## src/rtl/lepton_pkg.sv

```systemverilog
// Shared constants and types for the Lepton VoSPI receive path.
package lepton_pkg;

    localparam int VOSPI_BYTES     = 164;
    localparam int VOSPI_WORDS     = 41;
    localparam int PIXELS_PER_LINE = 80;
    localparam int LINES_PER_FRAME = 60;
    localparam logic [3:0] DISCARD_NIBBLE = 4'hF;

    typedef enum logic [1:0] {
        HDR  = 2'd0,
        PAY  = 2'd1,
        DROP = 2'd2
    } parser_state_t;

endpackage

```

## src/rtl/vospi_word_unpack.sv

```systemverilog
// Holds one 32-bit payload word and hands it out as two big-endian 16-bit pixels.
module vospi_word_unpack (
    input  logic        clk,
    input  logic        rst_n,
    input  logic        load_i,
    input  logic [31:0] word_i,
    input  logic        pix_ready_i,
    output logic        in_ready_o,
    output logic        pix_valid_o,
    output logic        pix_accept_o,
    output logic [15:0] pix_data_o
);

    logic [31:0] hold_q, hold_d;
    logic        hold_v_q, hold_v_d;
    logic        half_q, half_d;

    assign pix_valid_o  = hold_v_q;
    assign pix_accept_o = hold_v_q && pix_ready_i;
    // A new word may enter in the same cycle its predecessor's second pixel leaves.
    assign in_ready_o   = !hold_v_q || (half_q && pix_ready_i);
    assign pix_data_o   = half_q ? {hold_q[23:16], hold_q[31:24]}
                                 : {hold_q[7:0],   hold_q[15:8]};

    always_comb begin
        hold_d   = hold_q;
        hold_v_d = hold_v_q;
        half_d   = half_q;
        if (pix_accept_o) begin
            if (half_q) begin
                hold_v_d = 1'b0;
                half_d   = 1'b0;
            end else begin
                half_d   = 1'b1;
            end
        end
        if (load_i) begin
            hold_d   = word_i;
            hold_v_d = 1'b1;
            half_d   = 1'b0;
        end
    end

    always_ff @(posedge clk or negedge rst_n) begin
        if (!rst_n) begin
            hold_q   <= '0;
            hold_v_q <= 1'b0;
            half_q   <= 1'b0;
        end else begin
            hold_q   <= hold_d;
            hold_v_q <= hold_v_d;
            half_q   <= half_d;
        end
    end

endmodule

```

## src/rtl/vospi_packet_parser.sv

```systemverilog
// VoSPI packet parser: header decode, discard/sequence handling, 32->16 pixel stream with SOF/EOL.
module vospi_packet_parser
    import lepton_pkg::*;
#(
    parameter int AXI_DATA_WIDTH = 32,
    parameter int LINES          = LINES_PER_FRAME,
    parameter int WORDS_PER_PKT  = VOSPI_WORDS
) (
    input  logic                      clk,
    input  logic                      rst_n,
    input  logic [AXI_DATA_WIDTH-1:0] s_axis_tdata,
    input  logic                      s_axis_tvalid,
    output logic                      s_axis_tready,
    output logic [15:0]               m_axis_tdata,
    output logic                      m_axis_tvalid,
    input  logic                      m_axis_tready,
    output logic                      m_axis_tuser,
    output logic                      m_axis_tlast,
    output logic                      frame_done,
    output logic                      seq_error,
    output logic [5:0]                line_num
);

    localparam logic [5:0] PAY_WORDS = 6'(WORDS_PER_PKT - 1);
    localparam logic [5:0] LAST_PAY  = 6'(WORDS_PER_PKT - 2);
    localparam logic [6:0] LAST_PIX  = 7'(PIXELS_PER_LINE - 1);
    localparam logic [5:0] LAST_LINE = 6'(LINES - 1);

    parser_state_t state_q, state_d;
    logic [5:0]    word_cnt_q, word_cnt_d;
    logic [6:0]    pix_idx_q, pix_idx_d;
    logic [5:0]    line_q, line_d;
    logic          frame_done_q, frame_done_d;
    logic          seq_error_q, seq_error_d;

    logic          load;
    logic          unpack_ready;
    logic          pix_valid;
    logic          pix_accept;
    logic          disc;
    logic [11:0]   pkt;

    assign disc = (s_axis_tdata[3:0] == DISCARD_NIBBLE);
    assign pkt  = {s_axis_tdata[3:0], s_axis_tdata[15:8]};

    vospi_word_unpack u_unpack (
        .clk          (clk),
        .rst_n        (rst_n),
        .load_i       (load),
        .word_i       (s_axis_tdata),
        .pix_ready_i  (m_axis_tready),
        .in_ready_o   (unpack_ready),
        .pix_valid_o  (pix_valid),
        .pix_accept_o (pix_accept),
        .pix_data_o   (m_axis_tdata)
    );

    always_comb begin
        state_d       = state_q;
        word_cnt_d    = word_cnt_q;
        pix_idx_d     = pix_idx_q;
        line_d        = line_q;
        frame_done_d  = 1'b0;
        seq_error_d   = 1'b0;
        s_axis_tready = 1'b0;
        load          = 1'b0;
        case (state_q)
            HDR: begin
                s_axis_tready = 1'b1;
                if (s_axis_tvalid) begin
                    word_cnt_d = '0;
                    pix_idx_d  = '0;
                    if (disc) begin
                        state_d = DROP;
                    end else if (pkt == 12'(line_q)) begin
                        state_d = PAY;
                    end else if (pkt == 12'd0) begin
                        state_d     = PAY;
                        line_d      = '0;
                        seq_error_d = 1'b1;
                    end else begin
                        state_d     = DROP;
                        line_d      = '0;
                        seq_error_d = 1'b1;
                    end
                end
            end
            PAY: begin
                // Stop taking beats once the whole payload is in, so the next header is never absorbed.
                s_axis_tready = unpack_ready && (word_cnt_q != PAY_WORDS);
                load          = s_axis_tvalid && s_axis_tready;
                if (load) begin
                    word_cnt_d = word_cnt_q + 6'd1;
                end
                if (pix_accept) begin
                    if (pix_idx_q == LAST_PIX) begin
                        pix_idx_d = '0;
                        state_d   = HDR;
                        if (line_q == LAST_LINE) begin
                            line_d       = '0;
                            frame_done_d = 1'b1;
                        end else begin
                            line_d = line_q + 6'd1;
                        end
                    end else begin
                        pix_idx_d = pix_idx_q + 7'd1;
                    end
                end
            end
            DROP: begin
                s_axis_tready = 1'b1;
                if (s_axis_tvalid) begin
                    word_cnt_d = word_cnt_q + 6'd1;
                    if (word_cnt_q == LAST_PAY) begin
                        state_d = HDR;
                    end
                end
            end
            default: state_d = HDR;
        endcase
    end

    always_ff @(posedge clk or negedge rst_n) begin
        if (!rst_n) begin
            state_q      <= HDR;
            word_cnt_q   <= '0;
            pix_idx_q    <= '0;
            line_q       <= '0;
            frame_done_q <= 1'b0;
            seq_error_q  <= 1'b0;
        end else begin
            state_q      <= state_d;
            word_cnt_q   <= word_cnt_d;
            pix_idx_q    <= pix_idx_d;
            line_q       <= line_d;
            frame_done_q <= frame_done_d;
            seq_error_q  <= seq_error_d;
        end
    end

    assign m_axis_tvalid = pix_valid;
    assign m_axis_tuser  = pix_valid && (line_q == 6'd0) && (pix_idx_q == 7'd0);
    assign m_axis_tlast  = pix_valid && (pix_idx_q == LAST_PIX);
    assign frame_done    = frame_done_q;
    assign seq_error     = seq_error_q;
    assign line_num      = line_q;

endmodule

```

## config.mk

```make
export PLATFORM = sky130hd
export DESIGN_NAME = vospi_packet_parser
export DESIGN_NICKNAME = d
export VERILOG_FILES = /design/src/rtl/lepton_pkg.sv /design/src/rtl/vospi_word_unpack.sv /design/src/rtl/vospi_packet_parser.sv
export SDC_FILE = /design/constraint.sdc
export NUM_CORES = 1
export LEC_CHECK = 0
export CORE_MARGIN = 2
export CORE_UTILIZATION = 57
export CTS_CLUSTER_DIAMETER = 30
export CTS_CLUSTER_SIZE = 30
export DETAILED_ROUTE_END_ITERATION = 12
export DONT_BUFFER_PORTS = 1
export PLACE_DENSITY_LB_ADDON = 0.1
export SLEW_MARGIN = 20
export SYNTH_ARGS = -nofsm -noshare
export SYNTH_HDL_FRONTEND = slang
export SYNTH_SLANG_ARGS = --single-unit
```

## constraint.sdc

```tcl
create_clock -name clk -period 2.35 [get_ports clk]
set_clock_uncertainty 0.05 [all_clocks]
set_input_delay 0.5875 -clock clk [delete_from_list [all_inputs] [get_ports clk]]
set_output_delay 0.5875 -clock clk [all_outputs]
set_load 0.02 [all_outputs]
```

==> metrics.md <==
| Metric | Value |
|---|---|
| IR Drop Worst-Case VDD | 0.0004140 V |
| Type of the tightest min-delay check | primary input to async pin |
| Area growth syn-to-layout | 16.81% |
| Clk Tree Root Cell | sky130_fd_sc_hd__clkbuf_8 |
| Fin nets | 362 |
| Final number of hold-violating endpoints | 0 |
| Headroom to the max-slew limit | a little under three quarters |
| Pwr dens | 700.9 nW/um^2 |
| Top achievable clock speed | between 400 and 500 MHz |
| Crit path launch type | flop |
| Register bit count reported by yosys | between 50 and 60 |
| Required @ worst endpoint | between 1.5 and 2 ns |
| Number of enable-type register cells in the synthesized netlist | 0 |
| Number of setup violations in the final report | 0 |
| Global-route wire length before repair | 10,660 um |
| Starting density of the core | 60.05% |
| Std-Cell Core Area | between 5000 and 6000 sq um |
| Number of standard-cell rows in the floorplan | 26 |
| DR WL/cell | roughly 17 um |
| Antenna viol nets, final | 0 |
| Remaining design rule violation count | 0 |
| Final Cycle Share | 98.98% |
| Proportion of layout cells with a drive suffix above 1 | 24.38% |
| Combined area of the multi-input logic cells | 1653 sq um |
| Routed WL | 6649 um |
| Primary flip-flop cell chosen by synthesis mapping | sky130_fd_sc_hd__dfrtp_1 |
| I/O pins | 64 |
| Cells after synthesis | 290 |
| Final slew viol count | 0 |
| Post-CTS clock slew at the launch and capture registers of the worst setup and hold paths | ~0.07 ns |
| CTS Buf Count | 9 |
| Total area of sequential cells | roughly 1400 sq um |
| Cell-by-cell listing of the critical path | nor4bb_2 -> a22oi_2 -> nand2_1 -> a21oi_2 -> buf_4 |
| CTS tree | yes |
| Layout Utilization | 70.14% |
| Async SR Flop Fraction | 100.0% |
| Max Fanout on Critical Path | 7 |
| Total clock sinks | 57 |
| Synth warnings | 0 |
| Worst path bufs/invs | 1 |
| Largest net degree at the start of global routing | 58 |
| Final cell count without fillers | 390 |
| Final design instance area without fill | between 3000 and 4000 sq um |
| Diodes inserted | 0 |
| Vias per cell | 5.805 |
| Sum of net half-perimeters after detailed placement | ~4600 um |
| Distinct cells, synth | 45 |
| Worst hold-check slack | just under 0.07 ns |
| Clock insertion delay at the later pin of the skew report | around 0.33 ns |
| H-tree level count | 3 |
| Overall die width | 78.05 um |
| Netlist area before placement | 3125 sq um |
| IO Port Bufs | 0 |
| Slowest-stage cell, CP | sky130_fd_sc_hd__dfrtp_1 |
| Layout fillers | 373 |
| Tmin final | 2.326 ns |
| Placed Cells | between 300 and 400 |
| Total via count after detailed routing | 2,264 |
| Data arrival time of the critical path | about 1.7 ns |
| Max Root-Sink Buffers | 2 |
| Static leakage | 0.001830 uW |
| Placer Congestion | 0.8332 |
| Average cell area after synthesis | 10.78 sq um |
| Iteration-0 DRC count of the detailed router | 82 |
| Die Height | between 70 and 80 um |
| Global route overflow | 0 |
| Pin slew with the least headroom to its limit | 0.4306 ns |
| Via count of the first global-routing pass | 2,154 |
| Result of the run | finished clean |
| Setup repair after global routing missed its margin | yes |
| Worst Path Class, Setup | flop to output port |
| Global router's overall resource usage | a little under a quarter |
| Delay of the slowest cell on the worst path | 0.46 ns |
| Family with the most delay on the worst path | simple AND/OR/NAND/NOR gates |
| CP Capture Type | output port |
| Sequential element share of the synthesized area | 45.64% |
| Initial antenna violation count | 0 |
| Total Die Area | 6092 sq um |
| Net Count, Synth | 337 |
| Count of maximum capacitance violations | 0 |
| Detailed-routing iteration count for the pre-antenna-repair pass | 4 |
| Area of placed instances | 3299 sq um |
==> area by class of cell <==
type	instances	share of cell area, %
multi-input combinational	207	45.27
sequential	57	39.17
timing repair buffer	27	6.203
clock inverter	5	1.474
tap	70	2.399
inverter	13	1.337
clock buffer	11	4.147
==> cell usage in the layout, fill, tap and decap left out, types with 2 or more instances in the layout <==
master                      n
sky130_fd_sc_hd__mux2_1    39
sky130_fd_sc_hd__o21ai_1   11
sky130_fd_sc_hd__nand3_2    2
sky130_fd_sc_hd__inv_2      3
sky130_fd_sc_hd__o41ai_2    4
sky130_fd_sc_hd__nor3_1     4
sky130_fd_sc_hd__o31ai_1    5
sky130_fd_sc_hd__nand4_1    2
sky130_fd_sc_hd__inv_1     10
sky130_fd_sc_hd__dfrtp_2    3
sky130_fd_sc_hd__nor2_1    16
sky130_fd_sc_hd__buf_4     25
sky130_fd_sc_hd__nand2_1   31
sky130_fd_sc_hd__dfrtp_1   54
sky130_fd_sc_hd__nor2b_1    2
sky130_fd_sc_hd__nand3_1   12
sky130_fd_sc_hd__clkinv_2   3
sky130_fd_sc_hd__nand3b_1   2
sky130_fd_sc_hd__and3_1     5
sky130_fd_sc_hd__xor2_1     8
sky130_fd_sc_hd__o221ai_1   2
sky130_fd_sc_hd__ha_1       9
sky130_fd_sc_hd__nor4_1     5
sky130_fd_sc_hd__mux2_2     9
sky130_fd_sc_hd__o21ai_0    5
sky130_fd_sc_hd__a211o_4    2
sky130_fd_sc_hd__clkbuf_8  11
sky130_fd_sc_hd__a21oi_1    5
sky130_fd_sc_hd__a21o_1     5
==> state kept, by name (all words and copies together), names as in the netlist <==
register              flops
state_q                   2
u_unpack.half_q           1
u_unpack.hold_q          32
u_unpack.pix_valid_o      1
seq_error                 1
line_num                  6
pix_idx_q                 7
frame_done                1
word_cnt_q                6
==> cells in the mapped netlist, types with 2 or more instances <==
cell type | n | area [sq um]
sky130_fd_sc_hd__o31ai_1 | 5 | 37.54
sky130_fd_sc_hd__buf_2 | 7 | 35.03
sky130_fd_sc_hd__a21o_1 | 5 | 37.54
sky130_fd_sc_hd__ha_1 | 11 | 137.6
sky130_fd_sc_hd__nor2_1 | 17 | 63.81
sky130_fd_sc_hd__o41ai_2 | 4 | 65.06
sky130_fd_sc_hd__o21ai_1 | 11 | 55.05
sky130_fd_sc_hd__inv_1 | 11 | 41.29
sky130_fd_sc_hd__mux2_1 | 39 | 439.2
sky130_fd_sc_hd__clkbuf_1 | 3 | 11.26
sky130_fd_sc_hd__a21oi_1 | 6 | 30.03
sky130_fd_sc_hd__nand3b_1 | 2 | 15.01
sky130_fd_sc_hd__nand3_1 | 14 | 70.07
sky130_fd_sc_hd__nor3_1 | 5 | 25.02
sky130_fd_sc_hd__o221ai_1 | 2 | 17.52
sky130_fd_sc_hd__nor2b_1 | 2 | 12.51
sky130_fd_sc_hd__and3_1 | 5 | 31.28
sky130_fd_sc_hd__nor4bb_1 | 2 | 20.02
sky130_fd_sc_hd__xor2_1 | 8 | 70.07
sky130_fd_sc_hd__o21ai_0 | 5 | 25.02
sky130_fd_sc_hd__dfrtp_1 | 57 | 1426
sky130_fd_sc_hd__a211o_4 | 2 | 35.03
sky130_fd_sc_hd__nand2_1 | 31 | 116.4
sky130_fd_sc_hd__inv_2 | 2 | 7.510
sky130_fd_sc_hd__nor4_1 | 5 | 31.28
sky130_fd_sc_hd__mux2_2 | 9 | 101.4
sky130_fd_sc_hd__nand4_1 | 2 | 12.51
==> worst reg2reg max path, stage by stage, from the launching register on <==
cell and delay, ns:
sky130_fd_sc_hd__dfrtp_2 0.42, sky130_fd_sc_hd__inv_1 0.09, sky130_fd_sc_hd__ha_2 0.22, sky130_fd_sc_hd__nor2b_4 0.15, sky130_fd_sc_hd__a211o_4 0.31, sky130_fd_sc_hd__a211o_4 0.31, sky130_fd_sc_hd__buf_4 0.16, sky130_fd_sc_hd__o31ai_1 0.29
sky130_fd_sc_hd__o41ai_2 0.12
==> what timing repair did <==
action,CTS,global route
pin swaps,0,3
hold buffers,1,0
buffers inserted,0,6
resized for setup,4,15
setup endpoints to repair,2,12
gates cloned,0,0
endpoints found under the hold margin,57,0
==> final timing paths <==
path                               startpoint            endpoint  slack (ns)  depth (start not counted)
min in group clk                s_axis_tvalid     u_unpack.half_q        0.30                          1
max in group asynchronous               rst_n        pix_idx_q[2]        1.93                          1
min                                     rst_n         line_num[2]        0.07                          1
max reg2reg                        state_q[0]         line_num[5]        0.11                          8
min reg2reg                u_unpack.hold_q[1]  u_unpack.hold_q[1]        0.44                          1
max                             word_cnt_q[2]       s_axis_tready        0.02                          5
==> stage by stage <==
step                setup slack, ns  TNS, ns  power (uW)
finish                      0.02390        0        2559
global route                -0.1105  -0.1105        2707
CTS                        0.009109        0        2523
detailed placement          0.04501        0        1565
global placement            0.09814        0        1552
floorplan                   0.04900        0        1442
==> per-layer routing <==
| metal | track usage [%] | wire, um |
|---|---|---|
| met1 | 30.06 | 3041 |
| met5 | 0 | 0 |
| met3 | 7.701 | 370 |
| met4 | 7.368 | 70 |
| met2 | 35.09 | 3167 |
==> cell families (layout without fill, tap and decap cells) <==
logic type	Yosys count	in the layout	synth area share, %
AOI/OAI and AO/OA	48	48	11.85
xor gates and xnor gates	8	8	2.242
adders and majority gates	11	11	4.403
buffers and inverters	26	56	3.763
DFF	57	57	45.64
muxes	48	48	17.29
and+or+nand+nor	92	92	14.81
==> power breakdown <==
group / total, uW / internal [uW] / leakage (uW) / switching (uW)
registers: 1070 / 1030 / 0.000786 / 46.8
logic: 562 / 253 / 0.000935 / 309
clock network: 925 / 543 / 0.000109 / 383
total: 2560 / 1820 / 0.00183 / 739
(Power assumes the default switching activity.)
